**src/rtl/thermometer_spi_ctrl.sv**
```systemverilog
// SPI master and sample scheduler for a TMP125-style thermometer.
// Optional framing check on the sign-extension bit is enabled by defining THERM_FAULT_EN.
//
// state | meaning
// IDLE  | bus quiet, waiting for an auto or demand trigger
// SETUP | cs_n low, sclk high, CLK_DIV cycles before the first falling edge
// SHIFT | 16 sclk periods (low then high), sampling on each rising edge
// HOLD  | sclk high, cs_n low for CLK_DIV cycles after the last rising edge
// DONE  | cs_n high, result presented, pending trigger restarts immediately
module thermometer_spi_ctrl #(
    parameter int CLK_DIV       = 2,
    parameter int SAMPLE_PERIOD = 200
) (
    input  logic       i_clk,
    input  logic       i_rst,
    input  logic       i_enable,
    input  logic       i_read_req,
    output logic       o_spi_clk,
    output logic       o_spi_cs_n,
    output logic       o_spi_si,
    input  logic       i_spi_so,
    output logic [9:0] o_temp,
    output logic       o_temp_valid,
    output logic       o_busy,
    output logic       o_fault
);

    localparam int CW = (CLK_DIV > 1) ? $clog2(CLK_DIV) : 1;
    localparam int PW = $clog2(SAMPLE_PERIOD);
`ifdef THERM_FAULT_EN
    localparam int SW = 16;
`else
    // Without the framing check bit 15 is never looked at, so it is shifted out.
    localparam int SW = 15;
`endif

    typedef enum logic [2:0] {
        S_IDLE,
        S_SETUP,
        S_SHIFT,
        S_HOLD,
        S_DONE
    } state_t;

    state_t          r_state;
    logic [CW-1:0]   r_cnt;
    logic [3:0]      r_bits;
    logic [SW-1:0]   r_shreg;
    logic [PW-1:0]   r_period;
    logic            r_pend;
    logic            r_sclk;
    logic            r_cs_n;
    logic [9:0]      r_temp;
    logic            r_valid;
    logic            r_busy;
    logic            w_auto;
    logic            w_trig;

    assign w_auto = i_enable && (r_period == PW'(SAMPLE_PERIOD - 1));
    assign w_trig = w_auto || i_read_req;

    always_ff @(posedge i_clk or posedge i_rst) begin
        if (i_rst) begin
            r_period <= '0;
        end else if (!i_enable || w_auto) begin
            r_period <= '0;
        end else begin
            r_period <= r_period + 1'b1;
        end
    end

`ifdef THERM_FAULT_EN
    logic r_fault;
`endif

    always_ff @(posedge i_clk or posedge i_rst) begin
        if (i_rst) begin
            r_state <= S_IDLE;
            r_cnt   <= '0;
            r_bits  <= '0;
            r_shreg <= '0;
            r_pend  <= 1'b0;
            r_sclk  <= 1'b1;
            r_cs_n  <= 1'b1;
            r_temp  <= '0;
            r_valid <= 1'b0;
            r_busy  <= 1'b0;
`ifdef THERM_FAULT_EN
            r_fault <= 1'b0;
`endif
        end else begin
            r_valid <= 1'b0;
`ifdef THERM_FAULT_EN
            r_fault <= 1'b0;
`endif
            // DONE consumes triggers directly, so only mid-transaction ones are deferred.
            if (w_trig && r_state != S_IDLE && r_state != S_DONE) begin
                r_pend <= 1'b1;
            end
            case (r_state)
                S_IDLE: begin
                    if (w_trig) begin
                        r_state <= S_SETUP;
                        r_cs_n  <= 1'b0;
                        r_sclk  <= 1'b1;
                        r_busy  <= 1'b1;
                        r_cnt   <= CW'(CLK_DIV - 1);
                    end
                end
                S_SETUP: begin
                    if (r_cnt == '0) begin
                        r_state <= S_SHIFT;
                        r_sclk  <= 1'b0;
                        r_bits  <= 4'd15;
                        r_cnt   <= CW'(CLK_DIV - 1);
                    end else begin
                        r_cnt <= r_cnt - 1'b1;
                    end
                end
                S_SHIFT: begin
                    if (r_cnt != '0) begin
                        r_cnt <= r_cnt - 1'b1;
                    end else if (!r_sclk) begin
                        r_sclk  <= 1'b1;
                        r_shreg <= {r_shreg[SW-2:0], i_spi_so};
                        r_cnt   <= CW'(CLK_DIV - 1);
                    end else if (r_bits == 4'd0) begin
                        r_state <= S_HOLD;
                        r_cnt   <= CW'(CLK_DIV - 1);
                    end else begin
                        r_sclk <= 1'b0;
                        r_bits <= r_bits - 4'd1;
                        r_cnt  <= CW'(CLK_DIV - 1);
                    end
                end
                S_HOLD: begin
                    if (r_cnt == '0) begin
                        r_state <= S_DONE;
                        r_cs_n  <= 1'b1;
`ifdef THERM_FAULT_EN
                        if (r_shreg[15]) begin
                            r_fault <= 1'b1;
                        end else begin
                            r_temp  <= r_shreg[14:5];
                            r_valid <= 1'b1;
                        end
`else
                        r_temp  <= r_shreg[14:5];
                        r_valid <= 1'b1;
`endif
                    end else begin
                        r_cnt <= r_cnt - 1'b1;
                    end
                end
                S_DONE: begin
                    if (r_pend || w_trig) begin
                        r_state <= S_SETUP;
                        r_cs_n  <= 1'b0;
                        r_sclk  <= 1'b1;
                        r_pend  <= 1'b0;
                        r_cnt   <= CW'(CLK_DIV - 1);
                    end else begin
                        r_state <= S_IDLE;
                        r_busy  <= 1'b0;
                    end
                end
                default: begin
                    r_state <= S_IDLE;
                    r_cs_n  <= 1'b1;
                    r_sclk  <= 1'b1;
                    r_busy  <= 1'b0;
                end
            endcase
        end
    end

    assign o_spi_clk    = r_sclk;
    assign o_spi_cs_n   = r_cs_n;
    assign o_spi_si     = 1'b0;
    assign o_temp       = r_temp;
    assign o_temp_valid = r_valid;
    assign o_busy       = r_busy;
`ifdef THERM_FAULT_EN
    assign o_fault      = r_fault;
`else
    assign o_fault      = 1'b0;
`endif

endmodule

```
**config.mk**
```make
export PLATFORM = sky130hd
export DESIGN_NAME = thermometer_spi_ctrl
export DESIGN_NICKNAME = d
export VERILOG_FILES = /design/src/rtl/thermometer_spi_ctrl.sv
export SDC_FILE = /design/constraint.sdc
export NUM_CORES = 1
export LEC_CHECK = 0
export CORE_UTILIZATION = 56
export CTS_CLUSTER_DIAMETER = 40
export DETAILED_ROUTE_END_ITERATION = 8
export PLACE_DENSITY = 0.85
export SETUP_SLACK_MARGIN = 0.2
export SLEW_MARGIN = 20
export SYNTH_ARGS = -nofsm -noshare
export SYNTH_HDL_FRONTEND = slang
export SYNTH_SLANG_ARGS = --single-unit
```
**constraint.sdc**
```tcl
create_clock -name i_clk -period 2.62 [get_ports i_clk]
set_clock_uncertainty 0.05 [all_clocks]
set_input_delay 0.524 -clock i_clk [delete_from_list [all_inputs] [get_ports i_clk]]
set_output_delay 0.524 -clock i_clk [all_outputs]
set_load 0.05 [all_outputs]
```
==> out/results.ini, run 1 <==
[global_route]
grt_pass1_wl_mm = 6.11
grt_pass1_vias = 1331
grt_max_degree = 47
gr-total-overflow = 0
antenna_found_initial = 0
grtUsageTotal = 0.203

[min_path]
holdPathEnd = r_period[0]$_DFF_PP0_
hold_path.class = register to register
hold_path_depth = 1
min_from = r_period[0]$_DFF_PP0_

[synthesis]
synth-seq-cells = 46
yosys_warnings = 0
synth.largest_area_cell = dfrtp_1
async_flop_share = 1.00
postSynthCellCount = 167
synth_top_flop_cell = dfrtp_1
synthTopCellsByArea = dfrtp_1 (53%), mux2_2 (13%), dfstp_2 (2.5%)
syn_area_per_cell_um2 = 12.6
ys_types = 42
syn_area_um2 = 2100
synth_edf_count = 0
seq_area_frac_synth = 0.550
synthDominantCellAreaShare = 0.525

[cts]
cts_resized = 0
clk_pin_slew_ns = 0.08
cts_max_level = 2
cts.sink_count = 46
cts_tree = done
clk_latency_ns = 0.31
cts_buffers = 5
cts_setup_buffers = 0
clk_path_buf_depth = 2
clock-root-buffer = clkbuf_8
holdBufCountCts = 0

[floorplan]
die_h_um = 63.2
die_x_um = 63.2
row_count = 21
start_util = 0.605
ios = 21
core-area_um2 = 3470
die_area_um2 = 3990

[timing]
max_freq_mhz = 437
fin_setup_tns_ns = 0
period_minus_slack_ns = 2.29
period_share = 0.874
hold_viol_final = 0
tightest_slew_ns = 0.718
relSlewSlack = 0.517
setup-violations-final = 0
drv_slew = 0
whs_ns = 0.418
rsz0062_at_grt = false

[finish]
nNetsFinal = 195
layout-drive-gt1-share = 0.238
finalNonFillerCells = 235
n_antenna_cell = 0
area_growth_pct = 13.5

[power_and_ir_drop]
p_int_uw = 939
p_leak_uw = 0.00106
seqPwrFrac = 0.594
peakVddDrop_v = 0.000404
power_frac_comb = 0.046
power_frac_clock = 0.360
switching_power_uw = 300
power_uw = 1240
switching_share = 0.242
power.density_nw_per_um2 = 520

[critical_path]
cp.required_ns = 2.05
r2r_end = r_bits[2]$_DFFE_PP0P_
worst_ep_arrival_time_ns = 1.71
reg2reg_depth = 6
critPathKind = register to primary output
path_max_fanout = 8
cpMaxStageDelayCell = clkdlybuf4s50_1
max_stage_delay_ns = 0.81
timing.rr.start = r_bits[0]$_DFFE_PP0P_
path_buf_inv = 1
setup.worst_path.end_class = primary output
cp_top_family = buffers and inverters
start_kind = register
worstPathCellList = clkdlybuf4s50_1
r2r_slack_ns = 0.71

[detailed_routing]
wl_met3_um = 135
drt_iter0_drc = 83
drc = 0
avgRoutedWirePerCell_um = 14.8
ant_nets = 0
vias_per_cell = 5.71
num_vias = 1341
m1WireLength_mm = 1.55
drtPass1Iterations = 4
top_layer = met4
wl_met2_mm = 1.72
routed_wl_mm = 3.48

[status]
outcome = complete, no violations

[placement]
io_buffers = 18
globalplace.congestion = 0.789
dp_cells = 227
hpwl_mm = 2.38

[job]
maxCapViolations = 0

[cell families after synthesis]
family	Yosys count	share of synthesized area
xor+xnor	7	0.0292
fa+ha+maj	2	0.0119
mux	26	0.139
flops	46	0.550
compound gates	28	0.0949
simple gates	44	0.131
buf+inv	13	0.0424
other cells	1	0.00179
[worst max path at each step]
stage | start | depth (start not counted) | to
after global placement | i_enable | 5 | o_spi_clk$_DFFE_PP1P_
final | o_spi_clk$_DFFE_PP1P_ | 1 | o_spi_clk
after detailed placement | i_enable | 5 | o_spi_clk$_DFFE_PP1P_
after CTS | o_spi_clk$_DFFE_PP1P_ | 1 | o_spi_clk
after global routing | o_spi_clk$_DFFE_PP1P_ | 1 | o_spi_clk
after floorplan | i_rst | 1 | o_busy$_DFFE_PP0P_
[final cells by class]
class / count / area, um^2
repair buffers: 20 / 195
multi-input cells: 109 / 858
clock buffers: 5 / 68.8
well taps: 46 / 57.6
fillers: 259 / 1090
clock inverters: 3 / 25.0
inverters: 6 / 22.5
flip-flops and latches: 46 / 1150
[through the flow]
stage | utilization | setup slack [ns] | area (um^2)
after floorplan | - | 0.962 | 2100
after global placement | 0.659 | 0.617 | 2290
after detailed placement | 0.659 | 0.600 | 2290
after CTS | 0.687 | 0.327 | 2380
after global routing | 0.687 | 0.279 | 2380
final | 0.687 | 0.331 | 2380
[cells in the final DEF (no fill, tap or decap), types with 2 or more instances in the layout]
| master | count |
|---|---|
| a21oi_1 | 9 |
| a31oi_1 | 2 |
| clkdlybuf4s50_1 | 18 |
| and3_1 | 5 |
| inv_1 | 6 |
| mux2_2 | 25 |
| nor2_1 | 12 |
| ha_1 | 2 |
| nor2b_1 | 5 |
| xor2_1 | 4 |
| dfstp_2 | 2 |
| clkbuf_8 | 5 |
| conb_1 | 2 |
| nand2_1 | 4 |
| nor3b_1 | 2 |
| o21ai_0 | 7 |
| buf_4 | 2 |
| nand3_1 | 5 |
| xnor2_1 | 3 |
| dfrtp_1 | 44 |
[power groups by stage]
| stage | logic, uW | registers, uW | clock network (uW) |
|---|---|---|---|
| after floorplan | 41.0 | 748 | 0 |
| after global placement | 55.0 | 747 | 0 |
| after detailed placement | 57.8 | 749 | 0 |
| after CTS | 58.0 | 735 | 456 |
| after global routing | 63.7 | 738 | 497 |
| final | 56.6 | 736 | 446 |
[flip-flops by register name, indices dropped and copies added (netlist names)]
| name | flops |
|---|---|
| o_busy | 1 |
| o_spi_clk | 1 |
| o_spi_cs_n | 1 |
| o_temp | 10 |
| o_temp_valid | 1 |
| r_bits | 4 |
| r_cnt | 1 |
| r_pend | 1 |
| r_period | 8 |
| r_shreg | 15 |
| r_state | 3 |
[synthesized netlist by cell type, types with 3 or more instances]
library cell,instances
dfrtp_1,44
mux2_2,25
nor2_1,12
a21oi_1,9
o21ai_0,7
inv_1,6
and3_1,5
nand3_1,5
nor2b_1,5
buf_4,4
nand2_1,4
xor2_1,4
xnor2_1,3
[layer usage]
layer | up-vias | GRT usage
met5 | - | 0
met4 | 0 | 0.0739
met3 | 7 | 0.0761
met2 | 32 | 0.316
met1 | 677 | 0.259
li1 | 625 | -
No activity file was read; power rests on OpenSTA's default activity.
==> run 2, diff against run 1 <==
- CTS_BUF_LIST: not set -> sky130_fd_sc_hd__clkbuf_4 sky130_fd_sc_hd__clkbuf_8
==> results of run 2 <==
Same layout as run 1: the final DEF is identical, and so are final timing and power.
